**src/rtl/pipe_ctrl_unit.sv**
```systemverilog
// Pipelined control unit: ID decode, ID/EX -> EX/MEM -> MEM/WB control bundles, hazard stall/flush,
// forwarding selects, saturating stall/flush counters. Define PIPE_CTRL_FWD_EN to enable forwarding.
module pipe_ctrl_unit #(
  parameter int ALUOP_W = 5,
  parameter int PCSRC_W = 4,
  parameter int RADDR_W = 5,
  parameter int CNT_W   = 16
) (
  input  logic               clk,
  input  logic               rst,
  input  logic               id_valid,
  input  logic [5:0]         id_opcode,
  input  logic [5:0]         id_funcode,
  input  logic [RADDR_W-1:0] id_rs,
  input  logic [RADDR_W-1:0] id_rt,
  input  logic [RADDR_W-1:0] id_rd,
  input  logic               ex_redirect,
  output logic               pc_write_en,
  output logic               ifid_write_en,
  output logic               ifid_flush,
  output logic [ALUOP_W-1:0] ex_alu_op,
  output logic               ex_alu_src,
  output logic [PCSRC_W-1:0] ex_pcsrc,
  output logic [1:0]         ex_fwd_a,
  output logic [1:0]         ex_fwd_b,
  output logic               mem_read,
  output logic               mem_write,
  output logic               wb_reg_write,
  output logic               wb_mem_to_reg,
  output logic [RADDR_W-1:0] wb_dest,
  output logic               illegal_instr,
  output logic [CNT_W-1:0]   stall_count,
  output logic [CNT_W-1:0]   flush_count
);

  function automatic logic [CNT_W-1:0] sat_inc(input logic [CNT_W-1:0] c);
    return (&c) ? c : c + CNT_W'(1);
  endfunction

  logic [ALUOP_W-1:0] d_alu_op;
  logic [PCSRC_W-1:0] d_pcsrc;
  logic [RADDR_W-1:0] d_dest;
  logic d_alu_src, d_mem_read, d_mem_write, d_reg_write, d_mem_to_reg, d_legal;

  logic [ALUOP_W-1:0] alu_op_p0;
  logic [PCSRC_W-1:0] pcsrc_p0;
  logic [RADDR_W-1:0] dest_p0, dest_p1, dest_p2;
  logic vld_p0, alu_src_p0, mr_p0, mw_p0, rw_p0, m2r_p0;
  logic vld_p1, mr_p1, mw_p1, rw_p1, m2r_p1;
  logic rw_p2, m2r_p2;
  logic hazard, stall, redirect, bubble_in;

  // ID: decode
  always_comb begin
    d_alu_op = '0; d_alu_src = 1'b0; d_pcsrc = '0; d_mem_read = 1'b0; d_mem_write = 1'b0;
    d_reg_write = 1'b0; d_mem_to_reg = 1'b0; d_dest = '0; d_legal = 1'b1;
    case (id_opcode)
      6'h00: begin
        d_dest = id_rd;
        d_reg_write = 1'b1;
        case (id_funcode)
          6'h20, 6'h21: d_alu_op = ALUOP_W'(0);
          6'h22, 6'h23: d_alu_op = ALUOP_W'(1);
          6'h24: d_alu_op = ALUOP_W'(2);
          6'h25: d_alu_op = ALUOP_W'(3);
          6'h27: d_alu_op = ALUOP_W'(4);
          6'h00: d_alu_op = ALUOP_W'(5);
          6'h02: d_alu_op = ALUOP_W'(6);
          6'h03: d_alu_op = ALUOP_W'(7);
          6'h2A: d_alu_op = ALUOP_W'(8);
          6'h08: begin d_reg_write = 1'b0; d_pcsrc = PCSRC_W'(1); end
          default: d_legal = 1'b0;
        endcase
      end
      6'h08, 6'h09: begin d_alu_op = ALUOP_W'(0); d_alu_src = 1'b1; d_reg_write = 1'b1; d_dest = id_rt; end
      6'h0A: begin d_alu_op = ALUOP_W'(8); d_alu_src = 1'b1; d_reg_write = 1'b1; d_dest = id_rt; end
      6'h0C: begin d_alu_op = ALUOP_W'(2); d_alu_src = 1'b1; d_reg_write = 1'b1; d_dest = id_rt; end
      6'h0D: begin d_alu_op = ALUOP_W'(3); d_alu_src = 1'b1; d_reg_write = 1'b1; d_dest = id_rt; end
      6'h0F: begin d_alu_op = ALUOP_W'(9); d_alu_src = 1'b1; d_reg_write = 1'b1; d_dest = id_rt; end
      6'h04: begin d_alu_op = ALUOP_W'(13); d_pcsrc = PCSRC_W'(2); end
      6'h05: begin d_alu_op = ALUOP_W'(10); d_pcsrc = PCSRC_W'(2); end
      6'h07: begin d_alu_op = ALUOP_W'(11); d_pcsrc = PCSRC_W'(2); end
      6'h01: begin d_alu_op = ALUOP_W'(12); d_pcsrc = PCSRC_W'(2); end
      6'h23: begin
        d_alu_op = ALUOP_W'(14); d_alu_src = 1'b1; d_mem_read = 1'b1;
        d_reg_write = 1'b1; d_mem_to_reg = 1'b1; d_dest = id_rt;
      end
      6'h2B: begin d_alu_op = ALUOP_W'(14); d_alu_src = 1'b1; d_mem_write = 1'b1; end
      6'h02: d_pcsrc = PCSRC_W'(3);
      6'h03: begin d_pcsrc = PCSRC_W'(7); d_reg_write = 1'b1; d_dest = RADDR_W'(31); end
      default: d_legal = 1'b0;
    endcase
    // Empty slots and undecodable instructions travel as bubbles; d_legal survives for the sticky flag
    if (!(id_valid && d_legal)) begin
      d_alu_op = '0; d_alu_src = 1'b0; d_pcsrc = '0; d_mem_read = 1'b0; d_mem_write = 1'b0;
      d_reg_write = 1'b0; d_mem_to_reg = 1'b0; d_dest = '0;
    end
    if (d_dest == '0) d_reg_write = 1'b0;
  end

  function automatic logic src_hit(input logic [RADDR_W-1:0] d,
                                   input logic [RADDR_W-1:0] rs, input logic [RADDR_W-1:0] rt);
    return (d != '0) && ((d == rs) || (d == rt));
  endfunction

`ifdef PIPE_CTRL_FWD_EN
  logic [RADDR_W-1:0] rs_p0, rt_p0;
  logic vld_p2;

  assign hazard = id_valid && vld_p0 && mr_p0 && src_hit(dest_p0, id_rs, id_rt);

  function automatic logic [1:0] fwd_sel(input logic [RADDR_W-1:0] src,
      input logic v1, input logic w1, input logic [RADDR_W-1:0] d1,
      input logic v2, input logic w2, input logic [RADDR_W-1:0] d2);
    if (src == '0) return 2'b00;
    if (v1 && w1 && d1 == src) return 2'b10;
    if (v2 && w2 && d2 == src) return 2'b01;
    return 2'b00;
  endfunction

  assign ex_fwd_a = fwd_sel(rs_p0, vld_p1, rw_p1, dest_p1, vld_p2, rw_p2, dest_p2);
  assign ex_fwd_b = fwd_sel(rt_p0, vld_p1, rw_p1, dest_p1, vld_p2, rw_p2, dest_p2);

  always_ff @(posedge clk or posedge rst) begin
    if (rst) begin
      rs_p0 <= '0; rt_p0 <= '0; vld_p2 <= 1'b0;
    end else begin
      rs_p0  <= bubble_in ? '0 : id_rs;
      rt_p0  <= bubble_in ? '0 : id_rt;
      vld_p2 <= vld_p1;
    end
  end
`else
  // Regfile writes in the first half-cycle, so only ID/EX and EX/MEM producers need a stall
  assign hazard = id_valid && ((vld_p0 && rw_p0 && src_hit(dest_p0, id_rs, id_rt)) ||
                               (vld_p1 && rw_p1 && src_hit(dest_p1, id_rs, id_rt)));
  assign ex_fwd_a = 2'b00;
  assign ex_fwd_b = 2'b00;
`endif

  assign redirect      = ex_redirect && !rst;
  assign stall         = hazard && !ex_redirect && !rst;
  assign bubble_in     = stall || redirect;
  assign pc_write_en   = !stall;
  assign ifid_write_en = !stall;
  assign ifid_flush    = redirect;

  // ID/EX, EX/MEM, MEM/WB registers and counters
  always_ff @(posedge clk or posedge rst) begin
    if (rst) begin
      vld_p0 <= 1'b0; alu_op_p0 <= '0; alu_src_p0 <= 1'b0; pcsrc_p0 <= '0;
      mr_p0 <= 1'b0; mw_p0 <= 1'b0; rw_p0 <= 1'b0; m2r_p0 <= 1'b0; dest_p0 <= '0;
      vld_p1 <= 1'b0; mr_p1 <= 1'b0; mw_p1 <= 1'b0; rw_p1 <= 1'b0; m2r_p1 <= 1'b0; dest_p1 <= '0;
      rw_p2 <= 1'b0; m2r_p2 <= 1'b0; dest_p2 <= '0;
      illegal_instr <= 1'b0; stall_count <= '0; flush_count <= '0;
    end else begin
      if (bubble_in) begin
        vld_p0 <= 1'b0; alu_op_p0 <= '0; alu_src_p0 <= 1'b0; pcsrc_p0 <= '0;
        mr_p0 <= 1'b0; mw_p0 <= 1'b0; rw_p0 <= 1'b0; m2r_p0 <= 1'b0; dest_p0 <= '0;
      end else begin
        vld_p0 <= id_valid && d_legal; alu_op_p0 <= d_alu_op; alu_src_p0 <= d_alu_src;
        pcsrc_p0 <= d_pcsrc; mr_p0 <= d_mem_read; mw_p0 <= d_mem_write;
        rw_p0 <= d_reg_write; m2r_p0 <= d_mem_to_reg; dest_p0 <= d_dest;
      end
      vld_p1 <= vld_p0; mr_p1 <= mr_p0; mw_p1 <= mw_p0; rw_p1 <= rw_p0; m2r_p1 <= m2r_p0;
      dest_p1 <= dest_p0;
      rw_p2 <= rw_p1; m2r_p2 <= m2r_p1; dest_p2 <= dest_p1;
      if (id_valid && !d_legal) illegal_instr <= 1'b1;
      if (stall)    stall_count <= sat_inc(stall_count);
      if (redirect) flush_count <= sat_inc(flush_count);
    end
  end

  assign ex_alu_op     = alu_op_p0;
  assign ex_alu_src    = alu_src_p0;
  assign ex_pcsrc      = pcsrc_p0;
  assign mem_read      = mr_p1;
  assign mem_write     = mw_p1;
  assign wb_reg_write  = rw_p2;
  assign wb_mem_to_reg = m2r_p2;
  assign wb_dest       = dest_p2;

endmodule

```
**config.mk**
```make
export PLATFORM = sky130hd
export DESIGN_NAME = pipe_ctrl_unit
export DESIGN_NICKNAME = d
export VERILOG_FILES = /design/src/rtl/pipe_ctrl_unit.sv
export SDC_FILE = /design/constraint.sdc
export NUM_CORES = 1
export LEC_CHECK = 0
export ABC_AREA = 1
export CAP_MARGIN = 20
export CORE_UTILIZATION = 35
export CTS_BUF_LIST = sky130_fd_sc_hd__clkbuf_8
export CTS_CLUSTER_SIZE = 14
export DETAILED_ROUTE_END_ITERATION = 8
export GPL_ROUTABILITY_DRIVEN = 0
export PLACE_DENSITY = 0.62
export SLEW_MARGIN = 20
export SYNTH_ARGS = -nofsm -noshare
export SYNTH_HDL_FRONTEND = slang
export SYNTH_SLANG_ARGS = --single-unit
```
**constraint.sdc**
```tcl
create_clock -name clk -period 4.7 [get_ports clk]
set_input_delay 1.175 -clock clk [delete_from_list [all_inputs] [get_ports clk]]
set_output_delay 1.175 -clock clk [all_outputs]
set_load 0.005 [all_outputs]
```
Word level (Yosys, flattened, before mapping)
Index checks and enable logic that the tools add are counted.
{"block": "word_totals", "in_bits": 31, "register_bits": 68, "output_inout_bits": 59, "word_cells": 117}
{"block": "classes", "addsub": 2, "mux": 28, "reduce_logical": 37, "n_eq_ne": 29, "n_bitwise": 2}
{"cell": "== test 6 bit, second input constant", "count": 10}
{"cell": "== test 6 x 4 -> 1 bit, second input constant", "count": 7}
{"cell": "one-hot mux 4 bit (10 select lines)", "count": 1}
{"cell": "adder 16 x 1 -> 16 bit, second input constant", "count": 2}
{"cell": "one-hot mux 4 bit (8 select lines)", "count": 1}
{"cell": "AND reduction 16 bit", "count": 2}
{"cell": "== test 6 x 2 -> 1 bit, second input constant", "count": 4}
{"cell": "== test 5 bit", "count": 4}
{"cell": "2-to-1 mux 5 bit", "count": 4}
{"cell": "== test 6 x 3 -> 1 bit, second input constant", "count": 3}
{"cell": "2-to-1 mux 1 bit", "count": 16}
{"cell": "OR reduction 8 bit", "count": 2}
{"cell": "one-hot mux 5 bit (3 select lines)", "count": 1}
{"cell": "OR reduction 14 bit", "count": 1}
{"cell": "logical AND 1 bit", "count": 12}
{"cell": "logical NOT 6 bit", "count": 2}
{"cell": "one-hot mux 3 bit (4 select lines)", "count": 1}
{"cell": "OR reduction 12 bit", "count": 1}
{"cell": "nonzero test 5 bit", "count": 2}
{"cell": "2-to-1 mux 4 bit", "count": 2}
{"cell": "OR reduction 7 bit", "count": 1}
{"cell": "== test 6 x 1 -> 1 bit, second input constant", "count": 1}
{"cell": "logical NOT 5 bit", "count": 1}
{"cell": "logical NOT 1 bit", "count": 4}
{"cell": "6 further kinds", "count": 13}

Logic depth before layout (Yosys ltp)
Gate-level depths: netlist of the first run.
{"block": "depth", "depth_word": 10, "ltp_mapped": 12, "ltp_nobuf": 11}

Worst setup path after synthesis of the first run
OpenSTA, ideal clock, no wires.
{"block": "synth_timing", "path_type": "input-to-output", "from": "input rst", "to": "output ifid_flush", "setup_slack_ps": 630, "n_path_buf": 0, "cell_stages": 3, "t_arrival_ps": 2895, "t_required_ps": 3525, "path_cell_list": "inv_1 > nand2_1 > inv_1"}
{"block": "synth_via", "elab_chain_len": 2}
{"element": "start: declaration", "line_no": "10", "source": "input logic rst,"}
{"element": "logical NOT 1 bit (no source line)"}
{"element": "logical AND 1 bit", "line_no": "141", "source": "assign redirect = ex_redirect && !rst;"}
{"element": "end: declaration", "line_no": "20", "source": "output logic ifid_flush,"}
Every way passes these cells.

Worst setup path after layout of the first run
{"block": "layout_timing", "from": "input id_rt[1]", "to": "output pc_write_en"}
{"block": "layout_via", "elab_chain_len": 9, "word_cells_on_any_way": 13, "cone_classes": "eq/ne: 2; reduce/logical: 11"}
{"element": "start: declaration", "line_no": "15", "source": "input logic [RADDR_W-1:0] id_rt,"}
{"element": "== test 5 bit", "line_no": "103", "source": "return (d != '0) && ((d == rs) || (d == rt));"}
{"element": "logical OR 1 bit", "line_no": "103"}
{"element": "logical AND 1 bit", "line_no": "103"}
{"element": "logical AND 1 bit, on equally long branches", "line_no": "135, 136"}
{"element": "logical OR 1 bit *", "line_no": "135", "source": "assign hazard = id_valid && ((vld_p0 && rw_p0 && src_hit(dest_p0, id_rs, id_rt)) ||"}
{"element": "logical AND 1 bit *", "line_no": "135"}
{"element": "logical AND 1 bit * (2 in series)", "line_no": "142", "source": "assign stall = hazard && !ex_redirect && !rst;"}
{"element": "logical NOT 1 bit *", "line_no": "144", "source": "assign pc_write_en = !stall;"}
{"element": "end: declaration", "line_no": "18", "source": "output logic pc_write_en,"}
Mark *: on every way between the ends. The rest lies on a longest branch, timed or not.

==> metrics.yaml, run 1 <==
synth:
  synth.yosys.seq_area_share: 0.439
  ys_top_cells_by_count: "nand2_1, dfrtp_1, nor2_1"
  syn_inst: 484
  synth-edff-count: 0
  synth_top_area_frac: 0.439
  yosys.area.top_type: "dfrtp_1"
  synth_cell_types: 35
  yosys_most_used_dff: "dfrtp_1"
  synth_area_per_cell_um2: 7.78
  ys.warnings.count: 0
  syn_area_mm2: 0.00376
  ys_ff_latch: 66
  async_flop_share: 1.00
  synth_area_leaders: "dfrtp_1, nand2_1, nor2_1"
  synth_most_common_cell: "nand2_1"
timing:
  finalHoldViolations: 0
  holdWs_ns: 0.358
  finalCriticalPeriod_ns: 4.02
  slew_headroom: 0.448
  rsz0062_at_grt: "false"
  worst_pin_slew_ns: 0.829
  setup_tns_ns: 0
  skew_ns: 0.00940
  fmax_mhz: 249
  setup_violations: 0
  timing.final.crit_share: 0.855
  drv_slew: 0
layout:
  reg_top3: "flush_count (16), stall_count (16)"
  syn_to_final_growth_pct: 30.1
  nNetsFinal: 607
  design_area_mm2: 0.00490
  drive_gt1_frac: 0.0915
  num_antenna_cells: 0
critical_path:
  start_kind: "primary input"
  max_stage_delay_ns: 0.53
  cp_max_fo: 4
  critical_path_class: "primary input to output port"
  required_ns: 3.52
  path_common_cell: "nand2_1"
  endpoint_kind: "output port"
  cp_cell_sequence: "clkdlybuf4s50_1, inv_1, nand2_1, nand2_1, nor2_1, nand3_1, nand2_1, nand2_1, nand2_2, nand2_4, clkdlybuf4s50_1"
  arrival_ns: 2.84
  slowest_stage: "clkdlybuf4s50_1"
pwr:
  clkPwrFrac: 0.349
  p_comb_frac: 0.149
  p_per_area_mw_per_mm2: 254
  power.switching_mw: 0.349
  cell_internal_pwr_mw: 0.896
  p_seq_frac: 0.502
  ir_drop_mv: 0.124
  leakage_nw: 2.39
  switching_share: 0.280
cts:
  post-cts-setup-buffers: 0
  postCtsResizedCells: 0
  cts_buffers: 9
  clk_path_buf_depth: 2
  clk_latency_ns: 0.34
  clock_sinks: 66
  path_clk_slew_ns: 0.07
  cts_root_buf: "clkbuf_8"
  cts_tree: "yes"
  htree_levels: 3
  hold_buffers: 0
global_routing:
  grt_pass1_vias: 3343
  grt_pass1_wl_um: 15200
  grtUsageMet2: 0.282
  use_met1: 0.214
  gr-usage-all-layers: 0.170
  grt_start_max_net_pins: 67
  grtUsageMet3: 0.0371
  antenna_found_initial: 0
  grt_most_used_layer: "met2"
  grt_overflow: 0
floorplanning:
  dieArea_mm2: 0.0112
  start_util: 0.363
  rows: 37
  ios: 90
  die_w_um: 106
  die_h_um: 106
  core_mm2: 0.0104
hold_path:
  hold_path.class: "flop to flop"
placed_design:
  hpwl_um: 6490
  place_area_mm2: 0.00472
  io_buffers: 83
run:
  drv_cap: 0
detailed_routing:
  viasPerCell: 4.68
  finalWirelength_um: 8820
  ant_nets: 0
  drt_iter0_markers: 187
  wire_per_inst_um: 12.3
  firstDrtPassIters: 6
  drc_errors: 0
  via_count: 3346
run_status:
  status: "completed"
==> critical path: cells and delay by family <==
kind	cells	cell delay, ns
buffers and inverters	3	1.06
and+or+nand+nor	8	0.60
==> path summary, 6_finish.rpt <==
kind                           startpoint               to  slack [ns]  cells after the start
hold reg to reg                     mw_p0        mem_write        0.36                      0
setup reg to reg           stall_count[0]  stall_count[13]        2.68                      7
hold / removal                      mw_p0        mem_write        0.36                      0
min in group asynchronous             rst           m2r_p1        1.50                      3
setup / recovery                 id_rt[1]      pc_write_en        0.68                     11
max in group asynchronous             rst     ex_alu_op[3]        2.65                      3
==> metal layers <==
layer / share of wire / wire [um]
met4: 0.011 / 101
met1: 0.47 / 4150
met5: 0 / 0
met2: 0.46 / 4080
met3: 0.055 / 481
==> cells by family after synthesis <==
logic type | count (synthesis) | synth area share
simple gates | 292 | 0.360
buf+inv | 71 | 0.0824
flops | 66 | 0.439
xor+xnor | 35 | 0.0814
compound gates | 17 | 0.0302
fa+ha+maj | 2 | 0.00665
other cells | 1 | 0.000996
==> stage by stage <==
step / setup slack, ns / total power, mW / utilization / instances
3_3_place_gp: 0.695 / 0.818 / 0.455 / 699
2_1_floorplan: 0.630 / 0.721 / - / 489
6_report: 0.684 / 1.24 / 0.472 / 715
5_1_grt: 0.567 / 1.31 / 0.472 / 715
4_1_cts: 0.661 / 1.26 / 0.472 / 715
3_5_place_dp: 0.670 / 0.822 / 0.455 / 699
==> cell type report <==
type	instances	area, um2
Clock buffer	10	138
Inverter	59	221
Sequential cell	66	1650
Fill cell	1053	5470
Tap cell	136	170
Multi-Input combinational cell	352	1820
Clock inverter	6	42.5
Timing Repair Buffer	86	853
==> power by group through the flow <==
stage / clock (mW) / combinational, mW / sequential, mW
after floorplan: 0 / 0.0898 / 0.632
after global placement: 0 / 0.183 / 0.636
after detailed placement: 0 / 0.186 / 0.636
after CTS: 0.449 / 0.188 / 0.624
after global routing: 0.473 / 0.204 / 0.630
final: 0.434 / 0.185 / 0.625
==> layout by cell type (no fill, tap or decap), drive strengths merged, types with 3 or more instances in the layout <==
master,n
buf,3
inv,59
conb,6
nor3,10
clkdlybuf4s50,83
xnor2,18
clkbuf,10
o21ai,3
a21oi,7
dfrtp,66
clkinv,4
nand3,41
nand4,27
xor2,17
nand2,140
nor2,73
(Power assumes the default switching activity.)
==> inputs of run 2 (changes only) <==
Settings changed: CAP_MARGIN 20 to 0.
==> results of run 2 <==
Final layout, timing and power as in run 1 (identical DEF).
